<file path="config.mk">
export PLATFORM = sky130hd
export DESIGN_NAME = mcash_ch_resp_buffer
export DESIGN_NICKNAME = d
export VERILOG_FILES = /design/src/rtl/mcash_ch_resp_buffer.sv
export SDC_FILE = /design/constraint.sdc
export NUM_CORES = 1
export LEC_CHECK = 0
export ABC_AREA = 1
export ABC_CLOCK_PERIOD_IN_PS = 4000
export CORE_ASPECT_RATIO = 0.6
export CORE_MARGIN = 4
export CORE_UTILIZATION = 30
export CTS_BUF_LIST = sky130_fd_sc_hd__clkbuf_16
export DETAILED_ROUTE_END_ITERATION = 6
export DONT_BUFFER_PORTS = 1
export PLACE_DENSITY_LB_ADDON = 0.15
export SLEW_MARGIN = 15
export SYNTH_ARGS = -nofsm -noshare
export SYNTH_HDL_FRONTEND = slang
export SYNTH_SLANG_ARGS = --single-unit
</file>
<file path="constraint.sdc">
create_clock -name clk -period 4 [get_ports clk]
set_clock_uncertainty 0.1 [all_clocks]
set_input_delay 0 -clock clk [delete_from_list [all_inputs] [get_ports clk]]
set_output_delay 0 -clock clk [all_outputs]
set_load 0.005 [all_outputs]
</file>
<file path="src/rtl/mcash_ch_resp_buffer.sv">
// rtl/mcash_ch_resp_buffer.sv - channel response FIFO with outstanding-request credit tracking
//
// Buffers responses returning from the cross bar in strict order and presents
// them to the channel master over a valid/allowIn handshake. An outstanding
// request counter issues a credit so the FIFO is never asked to hold more
// responses than it has entries.
//
// Ports:
//   clk, rst_n                 clock, asynchronous active-low reset
//   mcash_ch_req_fire_i        channel request accepted this cycle
//   req_credit_o               another channel request may be accepted
//   xbar_resp_*_i / allowIn_o  upstream response handshake and payload
//   mcash_ch_resp_*_o / allowIn_i  head response to the channel master
//   outstanding_o              registered outstanding request count
//   err_o                      sticky protocol-error flag
module mcash_ch_resp_buffer #(
   parameter int DEPTH  = 4,
   parameter int OP_W   = 3,
   parameter int ADDR_W = 32,
   parameter int DATA_W = 64
) (
   input  logic                         clk,
   input  logic                         rst_n,
   input  logic                         mcash_ch_req_fire_i,
   output logic                         req_credit_o,
   input  logic                         xbar_resp_valid_i,
   output logic                         xbar_resp_allowIn_o,
   input  logic [OP_W-1:0]              xbar_resp_op_i,
   input  logic [ADDR_W-1:0]            xbar_resp_addr_i,
   input  logic [DATA_W-1:0]            xbar_resp_data_i,
   output logic                         mcash_ch_resp_valid_o,
   input  logic                         mcash_ch_resp_allowIn_i,
   output logic [OP_W-1:0]              mcash_ch_resp_op_o,
   output logic [ADDR_W-1:0]            mcash_ch_resp_addr_o,
   output logic [DATA_W-1:0]            mcash_ch_resp_data_o,
   output logic [$clog2(DEPTH+1)-1:0]   outstanding_o,
   output logic                         err_o
);

   localparam int IDX_W = $clog2(DEPTH);
   localparam int PTR_W = IDX_W + 1;
   localparam int CNT_W = $clog2(DEPTH + 1);
   localparam int ENT_W = OP_W + ADDR_W + DATA_W;
   localparam logic [CNT_W-1:0] CNT_MAX = CNT_W'(DEPTH);

   logic [ENT_W-1:0] mem_q [DEPTH];
   logic [PTR_W-1:0] wr_ptr_q, wr_ptr_d;
   logic [PTR_W-1:0] rd_ptr_q, rd_ptr_d;
   logic [CNT_W-1:0] out_cnt_q, out_cnt_d;
   logic             err_q, err_d;

   logic             empty, full;
   logic             resp_push, resp_pop;
   logic [ENT_W-1:0] head;

   // Pointers carry one extra wrap bit so full and empty are distinguishable.
   assign empty = (wr_ptr_q == rd_ptr_q);
   assign full  = (wr_ptr_q[IDX_W-1:0] == rd_ptr_q[IDX_W-1:0]) &&
                  (wr_ptr_q[IDX_W] != rd_ptr_q[IDX_W]);

   // No bypass when full: a pop in the same cycle does not open the input.
   assign xbar_resp_allowIn_o   = !full;
   assign mcash_ch_resp_valid_o = !empty;
   assign req_credit_o          = (out_cnt_q != CNT_MAX);
   assign outstanding_o         = out_cnt_q;
   assign err_o                 = err_q;

   assign resp_push = xbar_resp_valid_i & !full;
   assign resp_pop  = !empty & mcash_ch_resp_allowIn_i;

   // Head payload straight from storage; stale when empty, qualified by valid.
   assign head                 = mem_q[rd_ptr_q[IDX_W-1:0]];
   assign mcash_ch_resp_op_o   = head[ENT_W-1 -: OP_W];
   assign mcash_ch_resp_addr_o = head[DATA_W +: ADDR_W];
   assign mcash_ch_resp_data_o = head[DATA_W-1:0];

   always_comb begin
      wr_ptr_d  = wr_ptr_q;
      rd_ptr_d  = rd_ptr_q;
      out_cnt_d = out_cnt_q;
      err_d     = err_q;

      if (resp_push) begin
         wr_ptr_d = wr_ptr_q + PTR_W'(1);
      end
      if (resp_pop) begin
         rd_ptr_d = rd_ptr_q + PTR_W'(1);
      end

      // Request fire and response pop cancel out; otherwise saturate at the bounds.
      if (mcash_ch_req_fire_i && !resp_pop) begin
         if (out_cnt_q != CNT_MAX) begin
            out_cnt_d = out_cnt_q + CNT_W'(1);
         end
      end else if (resp_pop && !mcash_ch_req_fire_i) begin
         if (out_cnt_q != '0) begin
            out_cnt_d = out_cnt_q - CNT_W'(1);
         end
      end

      if (mcash_ch_req_fire_i && (out_cnt_q == CNT_MAX)) begin
         err_d = 1'b1;
      end
      if (resp_pop && !mcash_ch_req_fire_i && (out_cnt_q == '0)) begin
         err_d = 1'b1;
      end
      if (resp_push && (out_cnt_q == '0)) begin
         err_d = 1'b1;
      end
   end

   always_ff @(posedge clk or negedge rst_n) begin
      if (!rst_n) begin
         wr_ptr_q  <= '0;
         rd_ptr_q  <= '0;
         out_cnt_q <= '0;
         err_q     <= 1'b0;
      end else begin
         wr_ptr_q  <= wr_ptr_d;
         rd_ptr_q  <= rd_ptr_d;
         out_cnt_q <= out_cnt_d;
         err_q     <= err_d;
      end
   end

   always_ff @(posedge clk or negedge rst_n) begin
      if (!rst_n) begin
         for (int i = 0; i < DEPTH; i++) begin
            mem_q[i] <= '0;
         end
      end else if (resp_push) begin
         mem_q[wr_ptr_q[IDX_W-1:0]] <= {xbar_resp_op_i, xbar_resp_addr_i, xbar_resp_data_i};
      end
   end

endmodule

</file>
* Yosys cells after proc, flatten, opt, wreduce, memory -nomap -nowiden
Cells that the tools add are included.
** Word-level totals
- Register bits :: 406
- Input port bits :: 104
- Output and inout port bits :: 106
- Word-level logic and storage cells :: 55
** Cells by class
- $add $sub $neg :: 4
- Order comparisons :: 3
- Equality and inequality tests :: 6
- Multiplexer cells :: 13
- Bitwise operators :: 4
- Reductions and logical operators :: 17
** Operators with widths (number)
- bitwise mux 396 bit :: 1
- two-way mux 99 bit :: 3
- binary-select mux 99 bit (select 2 bit) :: 1
- demux 99 bit (select 2 bit) :: 1
- two-way mux 3 bit :: 4
- adder 3 x 1 -> 3 bit (second input constant) :: 3
- logical AND 1 bit :: 7
- >= comparator 3 bit (second input constant) :: 2
- NOT 2 -> 3 bit :: 2
- nonzero test 3 bit :: 2
- logical NOT 1 bit :: 4
- nonzero test 2 bit :: 2
- equality test 3 bit :: 1
- equality test 3 bit (second input constant) :: 1
- logical NOT 3 bit :: 1
- less-than comparator 3 x 1 -> 1 bit (second input constant) :: 1
- two-way mux 1 bit :: 3
- inequality test 3 bit (second input constant) :: 1
- AND reduction 3 bit :: 1
- subtractor 3 x 1 -> 3 bit (second input constant) :: 1
- bitwise AND 1 bit :: 2
- equality test 2 bit :: 1
- inequality test 2 bit (second input constant) :: 1
- inequality test 1 bit :: 1

* Depth between registers and ports, before layout
- Depth after elaboration :: 7
- Gate-level depth with buffers :: 13
- Depth with buffers taken out :: 13

* Least setup slack after synthesis
Ideal clock, no wire load.
- Kind :: register to register
- Start :: register rd_ptr_q[1]
- End :: register out_cnt_q[2], in the netlist outstanding_o[2]
- Setup time :: 116 ps
- Arrival :: 1799 ps
- Required time :: 3784 ps
- Slack :: 1984 ps
- Cell stages (with the launch flop) :: 12
- Buffers on the path :: 0
- Period minus slack after synthesis :: 2016 ps
- Cell sequence :: dfrtp_1 -> inv_2 -> nand2_1 -> nand2_2 -> nand3_1 -> nand2_1 -> ha_1 -> inv_1 -> fa_1 -> xor2_1 -> nand2_1 -> nand2_1
** Between the ends
- Longest elaborated chain between the ends :: 7
- Elaborated cells on any way between the ends :: 11
- Classes of those cells :: 2 x eq/ne; 1 x mux; 1 x bitwise; 7 x reduce/logical
** RTL lines
- from (decl) :: line 48 : logic [PTR_W-1:0] rd_ptr_q, rd_ptr_d;
- from (signal assigned) :: line 120 : rd_ptr_q <= rd_ptr_d;
- equality test 3 bit * :: line 57 : assign empty = (wr_ptr_q == rd_ptr_q);
- logical NOT 1 bit *
- via mcash_ch_resp_valid_o :: line 31 : output logic mcash_ch_resp_valid_o,
- bitwise AND 1 bit * :: line 69 : assign resp_pop = !empty & mcash_ch_resp_allowIn_i;
- logical NOT 1 bit :: line 91 : if (mcash_ch_req_fire_i && !resp_pop) begin
- logical AND 1 bit :: line 91
- inequality test 2 bit (no source line) or nonzero test 2 bit (tied branches)
- AND reduction 3 bit (no source line)
- to (signal assigned) :: line 121 : out_cnt_q <= out_cnt_d;
- to (decl) :: line 49 : logic [CNT_W-1:0] out_cnt_q, out_cnt_d;
The timed path passes the listed nets; every way through them passes the cells marked *.
A chain may end at the register's enable or synchronous reset.

* Worst setup path after layout
- Start :: register rd_ptr_q[0]
- End :: register mem_q[317] in the netlist's numbering
** Between the ends
- Longest elaborated chain between the ends :: 4
** RTL lines
- equality test 2 bit :: line 58 : assign full = (wr_ptr_q[IDX_W-1:0] == rd_ptr_q[IDX_W-1:0]) &&
- logical AND 1 bit :: line 58
- logical NOT 1 bit
- via xbar_resp_allowIn_o :: line 27 : output logic xbar_resp_allowIn_o,
- bitwise AND 1 bit :: line 68 : assign resp_push = xbar_resp_valid_i & !full;
- to (signal, indexed assignment) :: line 132 : mem_q[wr_ptr_q[IDX_W-1:0]] <= {xbar_resp_op_i, xbar_resp_addr_i, xbar_resp_data_i};
- to (decl) :: line 46 : logic [ENT_W-1:0] mem_q [DEPTH];
The timed path passes the listed nets, and every way through them passes these cells.

==> results by group <==
Outcome
  • Status: complete, but fails checks
  • Violated checks: negative hold slack

Worst hold path
  • HP Class: input port to asynchronous set/reset pin

STA
  • Worst hold slack: -0.988 ns
  • Peak Freq: ~260 MHz
  • Final setup fails: 0
  • Setup TNS: 0 ns
  • Fin crit period: 3.87 ns
  • Actual slew at the worst max-slew pin: 1.11 ns
  • Final Slew Violations: 0
  • Final count of hold timing violations: just over 400
  • RSZ-0062 raised after global routing: false
  • Final worst-path cycle share: 0.968
  • Slew HR: 0.261

Routing
  • Final WL: about 75000 um
  • DR top layer: met4
  • DR iter-0 viols: 1425
  • Via density: 5.47
  • M1 wire length: roughly 35000 um
  • Met3 wire length: 4420 um
  • Met2 wire length: ~35000 um
  • Vias post-DR: roughly 19000
  • Drt pass-1 iters: 5
  • WL/cell: between 20 and 25 um
  • DRT antenna net count: 0
  • DRC Markers: 0

Clock tree
  • CTS max path bufs: 3
  • Hold buffers post-CTS: 314
  • Number of buffers created by CTS: 45
  • Clk Latency, worst-skew pair: between 0.5 and 0.6 ns
  • H-tree depth: 2
  • Setup Buffers After CTS: 0
  • CTS tree: built
  • CTS clk-pin slew, worst paths: ~0.07 ns
  • CTS Sinks: around 400
  • Root Buffer: clkbuf_16

Global routing
  • Initial antenna violation count: 0
  • First-pass GRT wire length: about 120000 um
  • GRT Resource Usage Total: 0.208
  • Grt total ovfl: 0
  • Largest net degree at the start of global routing: roughly 410
  • Vias in the first global route: between 15000 and 20000

Finish
  • Ratio of cells with drive above 1 in the final layout: 0.0429
  • Final Instance Count excl. Fillers: between 3000 and 4000
  • Net count, final: 2667
  • Area grow syn2layout: 24.4%
  • Fillcell total: 6588

Placed design
  • Inst Count DP: 3044
  • Gpl congestion: approximately 0.74
  • Detailed Place HPWL: between 30000 and 40000 um
  • Port bufs: 0

Logic synthesis
  • Mux contribution to synthesized area: 0
  • Synth top cells by count: nand2_1, dfrtp_1, nand4_1, o21ai_0, nor2_1
  • Synth Area in XOR/XNOR: 0.00223
  • Async S/R FF share, synth: 1.00
  • Prevailing post-synth register cell: dfrtp_1
  • Synth Area per Inst: 8.19 sq um
  • Most instantiated library cell after synthesis: nand2_1
  • Adder-Cell Fraction of Synth Area: 0.00547
  • Area contributors post-synth: dfrtp_1, nand2_1, nand4_1
  • Seq/Total Area, Yosys: 0.516
  • Simple-Gate Fraction of Synth Area: 0.327
  • Yosys warning count: 0
  • Register bit total from synthesis: 406
  • Main combinational cell family by area after synthesis: simple AND/OR/NAND/NOR gates
  • Cell taking the most area after synthesis: dfrtp_1
  • Post-synth top area share: 0.516
  • Synth cell types: 23
  • Syn_nets: approximately 2500
  • Syn Inst Count: ~2400
  • Compound-gate portion of the synthesized area: 0.0827
  • Post-synth EDFFs: 0
  • Mapped Area: between 0.015 and 0.02 sq mm

Floorplanning
  • Die Wd: 339 um
  • # rows: 72
  • Vertical die dimension: between 200 and 250 um
  • I/O pin count: 210
  • Die area: ~0.07 sq mm
  • Initial Utilization: 0.304
  • Core Region: between 0.06 and 0.07 sq mm

Worst setup path
  • CP bufs+invs: 5
  • Worst EP required: between 4 and 5 ns
  • Worst reg2reg startpoint: rd_ptr_q[0]
  • CP Class: flip-flop to flip-flop
  • Slowest cell on crit path: dfrtp_4
  • Crit-path max FO: 157
  • Delay-heaviest family, CP: buffers and inverters
  • Startpoint type of the worst setup path: flip-flop
  • Slowest stage delay, CP: 0.66 ns
  • Crit. End Element: flip-flop
  • Crit path launch: rd_ptr_q[0]
  • Worst EP arrival: between 4 and 5 ns
  • Crit path cell chain: inv_6, nand2_1, nand2_1, nand3_4, buf_4, buf_16, nand4_1, dlygate4sd3_1, nand2_1, dlygate4sd3_1
  • Most frequent CP cell: nand2_1

Power and ir drop
  • Max IR drop VDD: between 0.0006 and 0.0007 V
  • Total power: 20.3 mW
  • Power share of the sequential group: 0.348
  • Comb pwr share: 0.450
  • Internal power: between 10 and 15 mW
  • Net Sw Power: between 9 and 10 mW
  • PD cells: 827 mW/mm^2
  • Leakage: about 11 nW
  • Switch share: 0.446
  • Clock share of power: 0.202

Job
  • Max Cap Viol: 0
==> through the flow <==
step	worst slack (ns)	hold slack (ns)	util	cell area, sq um
CTS	0.169	-1.04	0.378	24400
global placement	1.23	-0.386	0.307	19900
detailed placement	1.19	-0.386	0.307	19900
global route	0.00767	-1.02	0.378	24500
finish	0.126	-0.988	0.379	24500
floorplan	1.98	-0.396	-	19700
==> final timing paths <==
path | end | slack (ns) | depth (start not counted)
worst max-delay path | mem_q[317] | 0.13 | 10
worst min-delay path | mem_q[233] | -0.99 | 0
worst max register to register | mem_q[317] | 0.13 | 10
worst min register to register | mem_q[241] | 0.36 | 2
max in group asynchronous | mem_q[205] | 3.91 | 0
min in group clk | mem_q[348] | 0.10 | 3
==> logic make-up (layout without fill, tap and decap cells) <==
group                    after synthesis  count (layout)
AO/OA/AOI/OAI                        300             300
AND/OR/NAND/NOR                     1431            1431
buffers and inverters                253             438
flip-flops                           406             406
XOR/XNOR                               5               5
adder cells (fa/ha/maj)                8               8
other                                  0               1
==> repair_timing <==
action | in CTS | in global routing
resized for setup | 0 | 2
endpoints found under the setup margin | 0 | 6
endpoints found under the hold margin | 812 | 406
==> cell type report <==
class / count / area (sq um) / share of cell area
multi-input combinational: 1744 / 8270 / 0.338
antenna: 1 / 2.50 / 0.000102
timing repair buffer: 343 / 3520 / 0.144
clock buffer: 47 / 1180 / 0.0480
sequential: 406 / 10200 / 0.415
inverter: 15 / 62.6 / 0.00256
tap: 851 / 1060 / 0.0435
clock inverter: 33 / 218 / 0.00889
==> registers in the layout, indices dropped and copies added, names as in the netlist <==
register	count
err_o	1
mem_q	396
outstanding_o	3
rd_ptr_q	3
wr_ptr_q	3
==> cells in the final DEF (no fill, tap or decap) <==
cell type      synthesis  final
buf_4                  6     19
fa_1                   1      1
inv_2                  2      1
nand3_1                2      2
nor3_1                 1      1
ha_4                   0      4
o22ai_1               99     99
inv_1                 13     17
ha_1                   7      3
clkbuf_16              0     48
clkinv_1               0     10
xor2_1                 1      1
nand2_1              826    826
o21ai_0              200    200
inv_6                  0      3
clkinvlp_4             0      4
nor2_1               199    199
buf_12                 0      7
buf_16                 0      3
clkinv_2               0     10
clkinv_4               0      1
dfrtp_4                0      2
o21bai_1               1      1
nand2_2                2      2
bufinv_16              0      2
diode_2                0      1
xnor2_1                4      4
dlygate4sd3_1          0    313
dfrtp_1              406    404
nand4_1              396    396
nand3_4                5      5
==> layer usage <==
| layer | track usage | up-vias |
|---|---|---|
| li1 | - | 8573 |
| met1 | 0.292 | 9596 |
| met2 | 0.339 | 562 |
| met3 | 0.0353 | 88 |
| met4 | 0.0485 | 0 |
| met5 | 0 | - |
==> power groups by stage <==
stage | Sequential, mW | Clock (mW) | Combinational [mW]
after floorplan | 6.77 | 0 | 5.95
after global placement | 7.05 | 0 | 8.14
after detailed placement | 7.08 | 0 | 8.26
after CTS | 7.03 | 4.21 | 9.06
after global routing | 7.28 | 4.37 | 10.1
final | 7.05 | 4.08 | 9.12
Power figures use the tool's default switching activity.
